$ cat src/rtl/vt_encoder_if.sv
// Request/response bundle for the VT encoder: start and data go in,
// codeword and status come back.
interface vt_encoder_if #(
  parameter int N = 10,
  parameter int K = 6
);
  logic         start;
  logic [K-1:0] data;
  logic [N:1]   codeword;
  logic         busy;
  logic         done;

  modport master (output start, output data, input codeword, input busy, input done);
  modport slave  (input start, input data, output codeword, output busy, output done);
endinterface

$ cat src/rtl/vt_encoder.sv
// Systematic Varshamov-Tenengolts encoder. Data bits fill the non-power-of-two
// positions in ascending order. The weighted sum is built up one position per
// cycle, and the power-of-two positions then get the parity that makes
// sum(i*x_i) mod (n+1) equal a.
//
// state  | meaning
// IDLE   | waiting for start; holds the last codeword
// ACCUM  | walking pos 1..n, placing data bits and accumulating the sum
// PARITY | writing d = (a - sum) mod (n+1) into positions 1,2,4,...
// DONE   | one-cycle done pulse, then back to IDLE
module vt_encoder #(
  parameter int n = 10,
  parameter int a = 0
) (
  input  logic        clk,
  input  logic        rst,
  vt_encoder_if.slave bus
);
  localparam int M  = $clog2(n + 1);
  localparam int K  = n - M;
  localparam int SW = $clog2(n + 1);
  localparam int PW = $clog2(n + 1);

  // The mod arithmetic runs in SW bits. n+1 may truncate to zero when it is a
  // power of two, and that still gives the right parity value modulo 2^SW.
  localparam logic [SW:0]   MOD_EXT = (SW + 1)'(n + 1);
  localparam logic [SW-1:0] MOD_SW  = SW'(n + 1);
  localparam logic [SW-1:0] A_SW    = SW'(a);

  localparam logic [1:0] S_IDLE   = 2'd0;
  localparam logic [1:0] S_ACCUM  = 2'd1;
  localparam logic [1:0] S_PARITY = 2'd2;
  localparam logic [1:0] S_DONE   = 2'd3;

  if (n < 3) begin : g_bad_n
    $error("vt_encoder: n must be >= 3");
  end
  if (a < 0 || a > n) begin : g_bad_a
    $error("vt_encoder: a must lie in 0..n");
  end

  logic [1:0]    state_q, state_d;
  logic [n:1]    codeword_q, codeword_d;
  logic [SW-1:0] sum_q, sum_d;
  logic [PW-1:0] pos_q, pos_d;
  logic [K-1:0]  shreg_q, shreg_d;
  logic [SW:0]   sum_ext;
  logic [SW-1:0] parity_v;

  // Next-state logic: start acceptance, the serial accumulate, and the parity write.
  always_comb begin
    state_d    = state_q;
    codeword_d = codeword_q;
    sum_d      = sum_q;
    pos_d      = pos_q;
    shreg_d    = shreg_q;
    sum_ext    = '0;
    parity_v   = '0;
    case (state_q)
      S_IDLE: begin
        if (bus.start) begin
          shreg_d    = bus.data;
          codeword_d = '0;
          sum_d      = '0;
          pos_d      = PW'(1);
          state_d    = S_ACCUM;
        end
      end
      S_ACCUM: begin
        if ((pos_q & (pos_q - PW'(1))) == '0) begin
          for (int i = 1; i <= n; i++) begin
            if (pos_q == PW'(i)) codeword_d[i] = 1'b0;
          end
        end else begin
          for (int i = 1; i <= n; i++) begin
            if (pos_q == PW'(i)) codeword_d[i] = shreg_q[0];
          end
          shreg_d = shreg_q >> 1;
          if (shreg_q[0]) begin
            sum_ext = {1'b0, sum_q} + (SW + 1)'(pos_q);
            if (sum_ext >= MOD_EXT) sum_ext = sum_ext - MOD_EXT;
            sum_d = sum_ext[SW-1:0];
          end
        end
        if (pos_q == PW'(n)) state_d = S_PARITY;
        else                 pos_d   = pos_q + PW'(1);
      end
      S_PARITY: begin
        if (sum_q > A_SW) parity_v = MOD_SW - (sum_q - A_SW);
        else              parity_v = A_SW - sum_q;
        for (int i = 1; i <= n; i++) begin
          for (int j = 0; j < M; j++) begin
            if (i == (1 << j)) codeword_d[i] = parity_v[j];
          end
        end
        state_d = S_DONE;
      end
      default: state_d = S_IDLE;
    endcase
  end

  // State registers; reset aborts any encode in progress.
  always_ff @(posedge clk) begin
    if (rst) begin
      state_q    <= S_IDLE;
      codeword_q <= '0;
      sum_q      <= '0;
      pos_q      <= '0;
      shreg_q    <= '0;
    end else begin
      state_q    <= state_d;
      codeword_q <= codeword_d;
      sum_q      <= sum_d;
      pos_q      <= pos_d;
      shreg_q    <= shreg_d;
    end
  end

  assign bus.codeword = codeword_q;
  assign bus.busy     = (state_q == S_ACCUM) || (state_q == S_PARITY);
  assign bus.done     = (state_q == S_DONE);
endmodule

$ cat src/flat_wrapper.sv
// flat-port wrapper written by rule: the top's interface ports become plain ports
module vt_encoder_flat 
#(
  parameter int n = 10,
  parameter int a = 0
)
  (clk, rst, bus_start, bus_data, bus_codeword, bus_busy, bus_done);
  vt_encoder_if #(.N((10)), .K((6))) bus_i ();
  input  logic clk;
  input  logic rst;
  input wire logic [$bits(bus_i.start)-1:0] bus_start;
  input wire logic [$bits(bus_i.data)-1:0] bus_data;
  output wire logic [$bits(bus_i.codeword)-1:0] bus_codeword;
  output wire logic [$bits(bus_i.busy)-1:0] bus_busy;
  output wire logic [$bits(bus_i.done)-1:0] bus_done;
  assign bus_i.start = bus_start;
  assign bus_i.data = bus_data;
  assign bus_codeword = bus_i.codeword;
  assign bus_busy = bus_i.busy;
  assign bus_done = bus_i.done;
  vt_encoder #(.n(n), .a(a)) u_core (.clk(clk), .rst(rst), .bus(bus_i));
endmodule
$ cat config.mk
export PLATFORM = sky130hd
export DESIGN_NAME = vt_encoder_flat
export DESIGN_NICKNAME = d
export VERILOG_FILES = /design/src/rtl/vt_encoder_if.sv /design/src/rtl/vt_encoder.sv /design/src/flat_wrapper.sv
export SDC_FILE = /design/constraint.sdc
export NUM_CORES = 1
export LEC_CHECK = 0
export ABC_AREA = 1
export CAP_MARGIN = 20
export CORE_MARGIN = 2
export CORE_UTILIZATION = 44
export CTS_CLUSTER_SIZE = 20
export DETAILED_ROUTE_END_ITERATION = 10
export PLACE_DENSITY_LB_ADDON = 0.12
export SYNTH_ARGS = -nofsm -noshare
export SYNTH_HDL_FRONTEND = slang
export SYNTH_SLANG_ARGS = --single-unit
export TNS_END_PERCENT = 10
$ cat constraint.sdc
create_clock -name clk -period 3.45 [get_ports clk]
set_clock_uncertainty 0.05 [all_clocks]
set_input_delay 0.345 -clock clk [delete_from_list [all_inputs] [get_ports clk]]
set_output_delay 0.345 -clock clk [all_outputs]
set_load 0.03 [all_outputs]
-- After elaboration in Yosys (flattened, before gate mapping)
Index checks and enable logic that the tools add are counted.
- output and inout port bits: 12
- word-level logic and storage cells: 112
- bits of input ports: 9
- register bits after elaboration: 26
- add/sub/neg operators: 6
- bitwise gates (word level): 1
- reductions and logical operators: 19
- order comparisons: 2
- mux-type cells: 43
- equal/unequal tests: 27
- operators with widths (cell ; count):
    AND reduction 3 bit ; 12
    2-to-1 mux 4 bit ; 7
    != test 2 x 1 -> 1 bit (second input constant) ; 11
    2-to-1 mux 1 bit ; 20
    2-to-1 mux 10 bit ; 2
    equality test 4 x 3 -> 1 bit (second input constant) ; 4
    one-hot mux 4 bit (2 select lines) ; 2
    equality test 4 bit (second input constant) ; 3
    2-to-1 mux 6 bit ; 2
    one-hot mux 2 bit (3 select lines) ; 2
    one-hot mux 6 bit (2 select lines) ; 1
    equality test 4 x 2 -> 1 bit (second input constant) ; 2
    != test 2 bit (second input constant) ; 3
    one-hot mux 1 bit (3 select lines) ; 2
    one-hot mux 3 bit (2 select lines) ; 1
    adder 4 x 4 -> 5 bit ; 1
    greater-or-equal comparator 5 x 4 -> 1 bit (second input constant) ; 1
    adder 4 x 1 -> 4 bit (second input constant) ; 1
    AND 4 bit ; 1
    equality test 2 bit (second input constant) ; 2
    equality test 4 x 1 -> 1 bit (second input constant) ; 1
    > comparator 4 x 1 -> 1 bit (second input constant) ; 1
    zero test 4 bit ; 1
    2-to-1 mux 2 bit ; 2
    other kinds (13) ; 13

-- Longest topological paths before layout
Gate-level depths: netlist of the first run.
- depth in word-level cells: 6
- depth in mapped cells: 11
- gate-level depth less buffers: 11

-- Worst setup path before layout of the first run
OpenSTA, ideal clock, no wires.
- path type: reg2reg
- start: reg u_core.pos_q[0]
- end: reg u_core.sum_q[1]
- path buffers: 0
- path slack: 1.452 ns
- stages on the path, launching flop included: 11
- library setup time: 0.132 ns
- data required time: 3.268 ns
- period minus slack after synthesis: 1.998 ns
- data arrival time: 1.816 ns
- cell sequence: dfxtp_1 -> ha_1 -> fa_1 -> ha_1 -> inv_1 -> nor2_1 -> nand3_1 -> nand3_1 -> nand2_1 -> nand3_1 -> a21oi_1
- longest elaborated chain between the ends: 6
- elaborated cells on any way between the ends: 12
- those cells by class: add/sub (3); order compare (1); eq/ne (1); mux (4); bitwise (1); reduce/logical (2)
- ends and longest elaborated chain (item ; RTL line ; text):
    from (decl) ; vt_encoder.sv:45 ; logic [PW-1:0] pos_q, pos_d;
    from (signal assigned) ; vt_encoder.sv:114 ; pos_q <= pos_d;
    adder 4 x 4 -> 5 bit ; vt_encoder.sv:80 ; sum_ext = {1'b0, sum_q} + (SW + 1)'(pos_q);
    subtractor 4 bit or greater-or-equal comparator 5 x 4 -> 1 bit (tied branches) ; vt_encoder.sv:81 ; if (sum_ext >= MOD_EXT) sum_ext = sum_ext - MOD_EXT;
    2-to-1 mux 4 bit ; vt_encoder.sv:81 ;
    2-to-1 mux 4 bit ; vt_encoder.sv:79 ; if (shreg_q[0]) begin
    2-to-1 mux 4 bit ; vt_encoder.sv:70 ; if ((pos_q & (pos_q - PW'(1))) == '0) begin
    one-hot mux 4 bit (2 select lines) ; vt_encoder.sv:59 ; case (state_q)
    to (signal assigned) ; vt_encoder.sv:113 ; sum_q <= sum_d;
    to (decl) ; vt_encoder.sv:44 ; logic [SW-1:0] sum_q, sum_d;
Parallel ways exist; a longest one is shown, timed or not. The select of a mux whose other input is x is not followed.
A chain may end at the register's enable or synchronous reset.

-- Worst setup path in the final report of the first run
- start: reg u_core.state_q[0]
- end: out bus_busy
- longest elaborated chain between the ends: 2
- elaborated cells on any way between the ends: 3
- those cells by class: eq/ne (2); reduce/logical (1)
- ends and longest elaborated chain (item ; RTL line ; text):
    from (decl) ; vt_encoder.sv:42 ; logic [1:0] state_q, state_d;
    from (signal assigned) ; vt_encoder.sv:111 ; state_q <= state_d;
    equality test 2 x 1 -> 1 bit or equality test 2 bit (tied branches) ; vt_encoder.sv:120 ; assign bus.busy = (state_q == S_ACCUM) || (state_q == S_PARITY);
    logical OR 1 bit * ; vt_encoder.sv:120 ;
    to (decl) ; flat_wrapper.sv:14 ; output wire logic [$bits(bus_i.busy)-1:0] bus_busy;
Every way passes the cells marked *; elsewhere a longest branch is shown, timed or not.

==> results.md, run 1 <==
- Clock H-tree levels: 1
- Final core occ: a little over half
- CTS Sinks: 26
- Ant. Diodes: 0
- Register area: around 520 um^2
- Final worst path period need: between 2000 and 2500 ps
- DRC: 0
- Worst path max stage delay: between 600 and 700 ps
- Final nets: between 200 and 300
- Routed wire length: roughly 3800 um
- Top cell type by total area after synthesis: dfxtp_1
- Initial Utilization: 46.7%
- Die width: between 60 and 70 um
- Antenna-violating nets left: 0
- Unrepaired setup endpoints after global routing: no
- Port bufs: 20
- Leak: a little under 0.9 nW
- CP Data Required Time: between 3000 and 4000 ps
- Finished Layout Cells: approximately 320
- Hold Buf Count CTS: 0
- Total grt overflow: 0
- DP HPWL: 2960 um
- Synth warn: 0
- Final instance area: between 2000 and 2500 um^2
- Worst relative slew slack: around three fifths
- Flops & latches, synth: 26
- Count leader, synth: nand2_1
- Met3 Usage GRT: under 10%
- Overall power: 1.25 mW
- Area growth syn-to-layout: 16.7%
- Largest net degree at the start of global routing: 15
- Hold crit path type: reg -> reg
- Root Driver: clkbuf_8
- Status: finished, final reports clean
- CP Cell Sequence: inv_1 -> ha_1 -> clkdlybuf4s50_1
- Io pins: 21
- Max-cap violations: 0
- Met1 usage: about a quarter
- Synth async-reset ratio: 0%
- Top cells by area, synth: dfxtp_1 (30%), nand2_1 (12%), ha_1 (12%)
- Setup violators final: 0
- Drt pass-1 iters: 4
- CTS tree: done
- Max IR drop VDD: 0.379 mV
- Yosys top cell area share: 30.0%
- Post-synth EDFFs: 0
- Die Y: roughly 67 um
- Rows: 22
- Worst Tran Pin Value: approximately 600 ps
- Post-CTS sizing: 0
- Postcts setup bufs: 0
- Worst Path Max Fanout: 4
- Yosys cell types: 30
- Syn Nets: about 280
- Final hold vios: 0
- Critical Path Sink Type: primary output
- Syn avg cell area: 6.94 um^2
- CTS buffer count: 3
- Fmax: approximately 0.45 GHz
- Clock Path Buffers: 2
- FF-to-FF setup slack: 1260 ps
- Layout fillers: 380
- Max-slew violations: 0
- Initial antenna violation count: 0
- Vias in the first global route: 1458
- CORE AREA: 3720 um^2
- Layout cells sized above 1: ~6.7%
- CP Data Arrival Time: around 1800 ps
- Synth cell count leaders: nand2_1 (57), inv_1 (34), dfxtp_1 (26)
- Placed insts: 315
- Setup TNS: 0 ps
- Iteration-0 DRC Markers: 79
- Multi-input logic area: 1050 um^2
- Dpl cell area: 1980 um^2
- Dominant synthesized flop cell: dfxtp_1
- Crit-path slowest cell: clkdlybuf4s50_1
- DIE AREA: 4460 um^2
- Vias per cell: roughly 5.1
- Clock transition at the registers of the reported paths: roughly 80 ps
- GR peak layer: met2
- Latest clock arrival within the worst-skew pair: between 200 and 300 ps
- Seq/Total Area, Yosys: about 30%
- First-pass GRT wire length: ~6500 um
- WS Path Type: reg -> out
- PD cells: between 600 and 700 nW/um^2
- Period utilization: between 60 and 70%
- Via count: roughly 1600
- Worst Setup Start Kind: register
- Post-Synthesis Cells: 250
- Cell Area, Synth: approximately 1700 um^2
- Routed wire length per instance: 11.8 um
- Total track usage: roughly a fifth
- GRT met2 Usage: 30.4%
- GPL Wtd Cong: 0.904
## worst max-delay path: cells and delay by family (launching register included)
kind                     cells  cell delay [ps]
flip-flops                   1              390
buffers and inverters        2              780
adder cells (fa/ha/maj)      1              350
## report_power, final
part	switching [mW]	internal, mW
sequential	0.0471	0.356
clock	0.0888	0.0782
combinational	0.467	0.217
total	0.603	0.651
## area by class of cell
cell class / count / share of cell area (%)
well taps: 48 / 2.97
repair buffers: 20 / 9.89
flip-flops and latches: 26 / 25.7
clock buffers: 3 / 2.04
multi-input cells: 181 / 52.0
inverters: 40 / 7.42
## stage by stage
stage / hold slack [ps] / worst slack [ps]
finish: 419 / 1250
floorplan: 364 / 1450
global route: 447 / 1070
global placement: 403 / 1290
detailed placement: 407 / 1260
CTS: 420 / 1240
## cells in the final DEF, fill, tap and decap left out, types with 5 or more instances in the layout
cell type	count
a21oi_1	25
a31oi_1	6
clkdlybuf4s50_1	20
dfxtp_1	26
ha_1	17
inv_1	34
inv_2	5
nand2_1	57
nand3_1	17
nand4_1	5
nor2_1	10
nor3_1	5
o21ai_0	24
## flip-flops by register name (all words and copies together) (netlist names)
register,count
u_core.bus.codeword,10
u_core.shreg_q,6
u_core.pos_q,4
u_core.sum_q,4
u_core.state_q,2
## path summary, 6_finish.rpt
| path | start | endpoint | cells past startpoint |
|---|---|---|---|
| hold / removal | u_core.bus.codeword[8]$_SDFFE_PP0P_ | u_core.bus.codeword[8]$_SDFFE_PP0P_ | 2 |
| setup reg to reg | u_core.pos_q[0]$_SDFFE_PP0P_ | u_core.sum_q[0]$_SDFFE_PP0P_ | 10 |
| setup / recovery | u_core.state_q[0]$_SDFFE_PP0P_ | bus_busy | 3 |
| hold reg to reg | u_core.bus.codeword[8]$_SDFFE_PP0P_ | u_core.bus.codeword[8]$_SDFFE_PP0P_ | 2 |
## layer usage
metal,part of all wire [%],routed length [um]
met1,52,1960
met2,44,1630
met3,2.8,106
met4,1.2,46
met5,0,0
## kinds of logic (layout without fill, tap and decap cells)
family / Yosys count / after routing / synth area share, %
fa+ha+maj: 18 / 18 / 13.4
flops: 26 / 26 / 30.0
compound gates: 60 / 60 / 19.0
xor+xnor: 1 / 1 / 0.505
buf+inv: 43 / 63 / 9.37
simple gates: 102 / 102 / 27.8
Power figures use the tool's default switching activity.
==> run 2: changes to the inputs <==
==> constraint.sdc (replaced) <==
create_clock -name clk -period 2.3 [get_ports clk]
set_clock_uncertainty 0.05 [all_clocks]
set_input_delay 0.23 -clock clk [delete_from_list [all_inputs] [get_ports clk]]
set_output_delay 0.23 -clock clk [all_outputs]
set_load 0.03 [all_outputs]
==> results.md, run 2 (synthesis results as in run 1) <==
- Rows: 22
- Initial antenna violation count: 0
- CP Data Arrival Time: 1850 ps
- Worst Path Max Fanout: 4
- Io pins: 21
- Layout fillers: around 380
- Status: finished, final reports clean
- DIE AREA: between 4000 and 5000 um^2
- Via count: between 1500 and 2000
- Leak: roughly 0.9 nW
- Sw Ratio: between 40 and 50%
- Worst Reg-to-Reg Cells: 10
- Port bufs: 20
- Final worst path period need: 2130 ps
- Most frequent cells in the layout: nand2_1 (57), inv_1 (34), a21oi_1 (25), dfxtp_1 (25), o21ai_0 (24)
- Most common cell after layout, fill and taps aside: nand2_1
- Worst relative slew slack: 70.6%
- Finished Layout Cells: between 300 and 400
- Net Switching: around 0.9 mW
- Worst Tran Pin Value: approximately 440 ps
- Iteration-0 DRC Markers: 55
- Critical Path Sink Type: primary output
- Latest clock arrival within the worst-skew pair: approximately 270 ps
- Register area: approximately 520 um^2
- First-pass GRT wire length: between 6000 and 7000 um
- Die width: ~67 um
- Routed wire length per instance: roughly 12 um
- Worst R2R Start: u_core.pos_q[0]$_SDFFE_PP0P_
- Initial Utilization: 46.7%
- PD cells: roughly 950 nW/um^2
- Total grt overflow: 0
- Max-slew violations: 0
- Hold crit path type: reg -> reg
- Ant. Diodes: 0
- CTS buffer count: 3
- Drt pass-1 iters: 4
- CP Data Required Time: approximately 2000 ps
- Sequential power share: between 30 and 40%
- Max reg flops: 10
- CORE AREA: between 3000 and 4000 um^2
- Pint: between 1 and 1.5 mW
- Hold Path Stages: 2
- Final nets: 301
- Area growth syn-to-layout: 18.5%
- CTS tree: done
- Vias in the first global route: 1542
- Layout cells sized above 1: roughly 8.4%
- Multi-input logic area: 1050 um^2
- Antenna-violating nets left: 0
- PnR worst setup slack: around 170 ps
- DRC: 0
- Max-cap violations: 0
- GPL Wtd Cong: about 0.86
- Clock transition at the registers of the reported paths: 90 ps
- Critical path origin: u_core.state_q[0]$_SDFFE_PP0P_
- Clock power frac: between 10% and 20%
- Clock Path Buffers: 2
- DP HPWL: around 3000 um
- Final core occ: 55.4%
- Clock H-tree levels: 1
- Worst hold path startpoint: u_core.bus.codeword[4]$_SDFFE_PP0P_
- Comb pwr share: roughly 54%
- Root Driver: clkbuf_8
- Largest net degree at the start of global routing: 15
- Total track usage: roughly 20%
- Placed insts: 317
- Period utilization: roughly 90%
- Final instance area: between 2000 and 2500 um^2
- WS Path Type: reg -> out
- Worst Setup Start Kind: register
- Dpl cell area: approximately 2000 um^2
- Final hold vios: 0
- Setup violators final: 0
- Die Y: 66.8 um
- Unrepaired setup endpoints after global routing: no
- Fmax: ~0.47 GHz
- Setup TNS: 0 ps
- CTS Sinks: 26
- Max IR drop VDD: between 0.6 and 0.7 mV
- Vias per cell: about 5.0
- Routed wire length: approximately 3900 um
- Worst slack at placement: approximately 160 ps
==> run 2: cell types whose count changed in the layout (fill, tap and decap cells not counted), sizes merged <==
cell,delta
buf,+2
clkbuf,+1
==> run 2: repair_timing <==
item	CTS	global route
hold buffers	0	0
gates resized for setup	0	2
setup buffers	0	0
setup endpoints to repair	0	3
==> run 2: final cells by class <==
type | instances | area share [%]
clock buffers | 4 | 2.68
flip-flops and latches | 26 | 25.4
well taps | 48 | 2.92
repair buffers | 22 | 10.5
multi-input cells | 181 | 51.3
inverters | 40 | 7.30
==> run 2: worst paths after layout <==
path,to,slack [ps]
max,bus_busy,170
min,u_core.bus.codeword[4]$_SDFFE_PP0P_,420
max reg2reg,u_core.sum_q[3]$_SDFFE_PP0P_,230
min reg2reg,u_core.bus.codeword[4]$_SDFFE_PP0P_,420
==> run 2: layer usage <==
layer	share of wire (%)	GRT usage, %	vias to the layer above
li1	-	-	874
met1	51	27.0	723
met2	47	33.8	14
met3	1.6	2.03	5
met4	0.59	3.06	0
met5	0	0	-
==> run 2: through the flow <==
stage	hold slack (ps)	total power [mW]
2_1_floorplan	249	1.38
3_3_place_gp	404	1.65
3_5_place_dp	408	1.65
4_1_cts	421	1.96
5_1_grt	462	2.15
6_report	420	1.96
==> run 2: power by group through the flow <==
stage / registers, mW / clock network [mW] / logic (mW)
6_report: 0.610 / 0.299 / 1.05
5_1_grt: 0.623 / 0.326 / 1.20
4_1_cts: 0.608 / 0.307 / 1.04
3_5_place_dp: 0.617 / 0 / 1.03
3_3_place_gp: 0.613 / 0 / 1.03
2_1_floorplan: 0.616 / 0 / 0.769
==> run 2: critical path, stage by stage (launching register included) <==
cell	delay, ps
dfxtp_1	410
inv_1	100
ha_1	370
clkdlybuf4s50_1	690
==> run 3: changes to the inputs <==
--- a/config.mk
+++ b/config.mk
@@ -9,9 +9,11 @@
 export CAP_MARGIN = 20
 export CORE_MARGIN = 2
 export CORE_UTILIZATION = 44
+export CTS_BUF_LIST = sky130_fd_sc_hd__clkbuf_4 sky130_fd_sc_hd__clkbuf_8
 export CTS_CLUSTER_SIZE = 20
 export DETAILED_ROUTE_END_ITERATION = 10
 export PLACE_DENSITY_LB_ADDON = 0.12
+export SLEW_MARGIN = 10
 export SYNTH_ARGS = -nofsm -noshare
 export SYNTH_HDL_FRONTEND = slang
 export SYNTH_SLANG_ARGS = --single-unit
==> results of run 3 <==
Same layout as run 2: the final DEF is identical, and so are final timing and power.
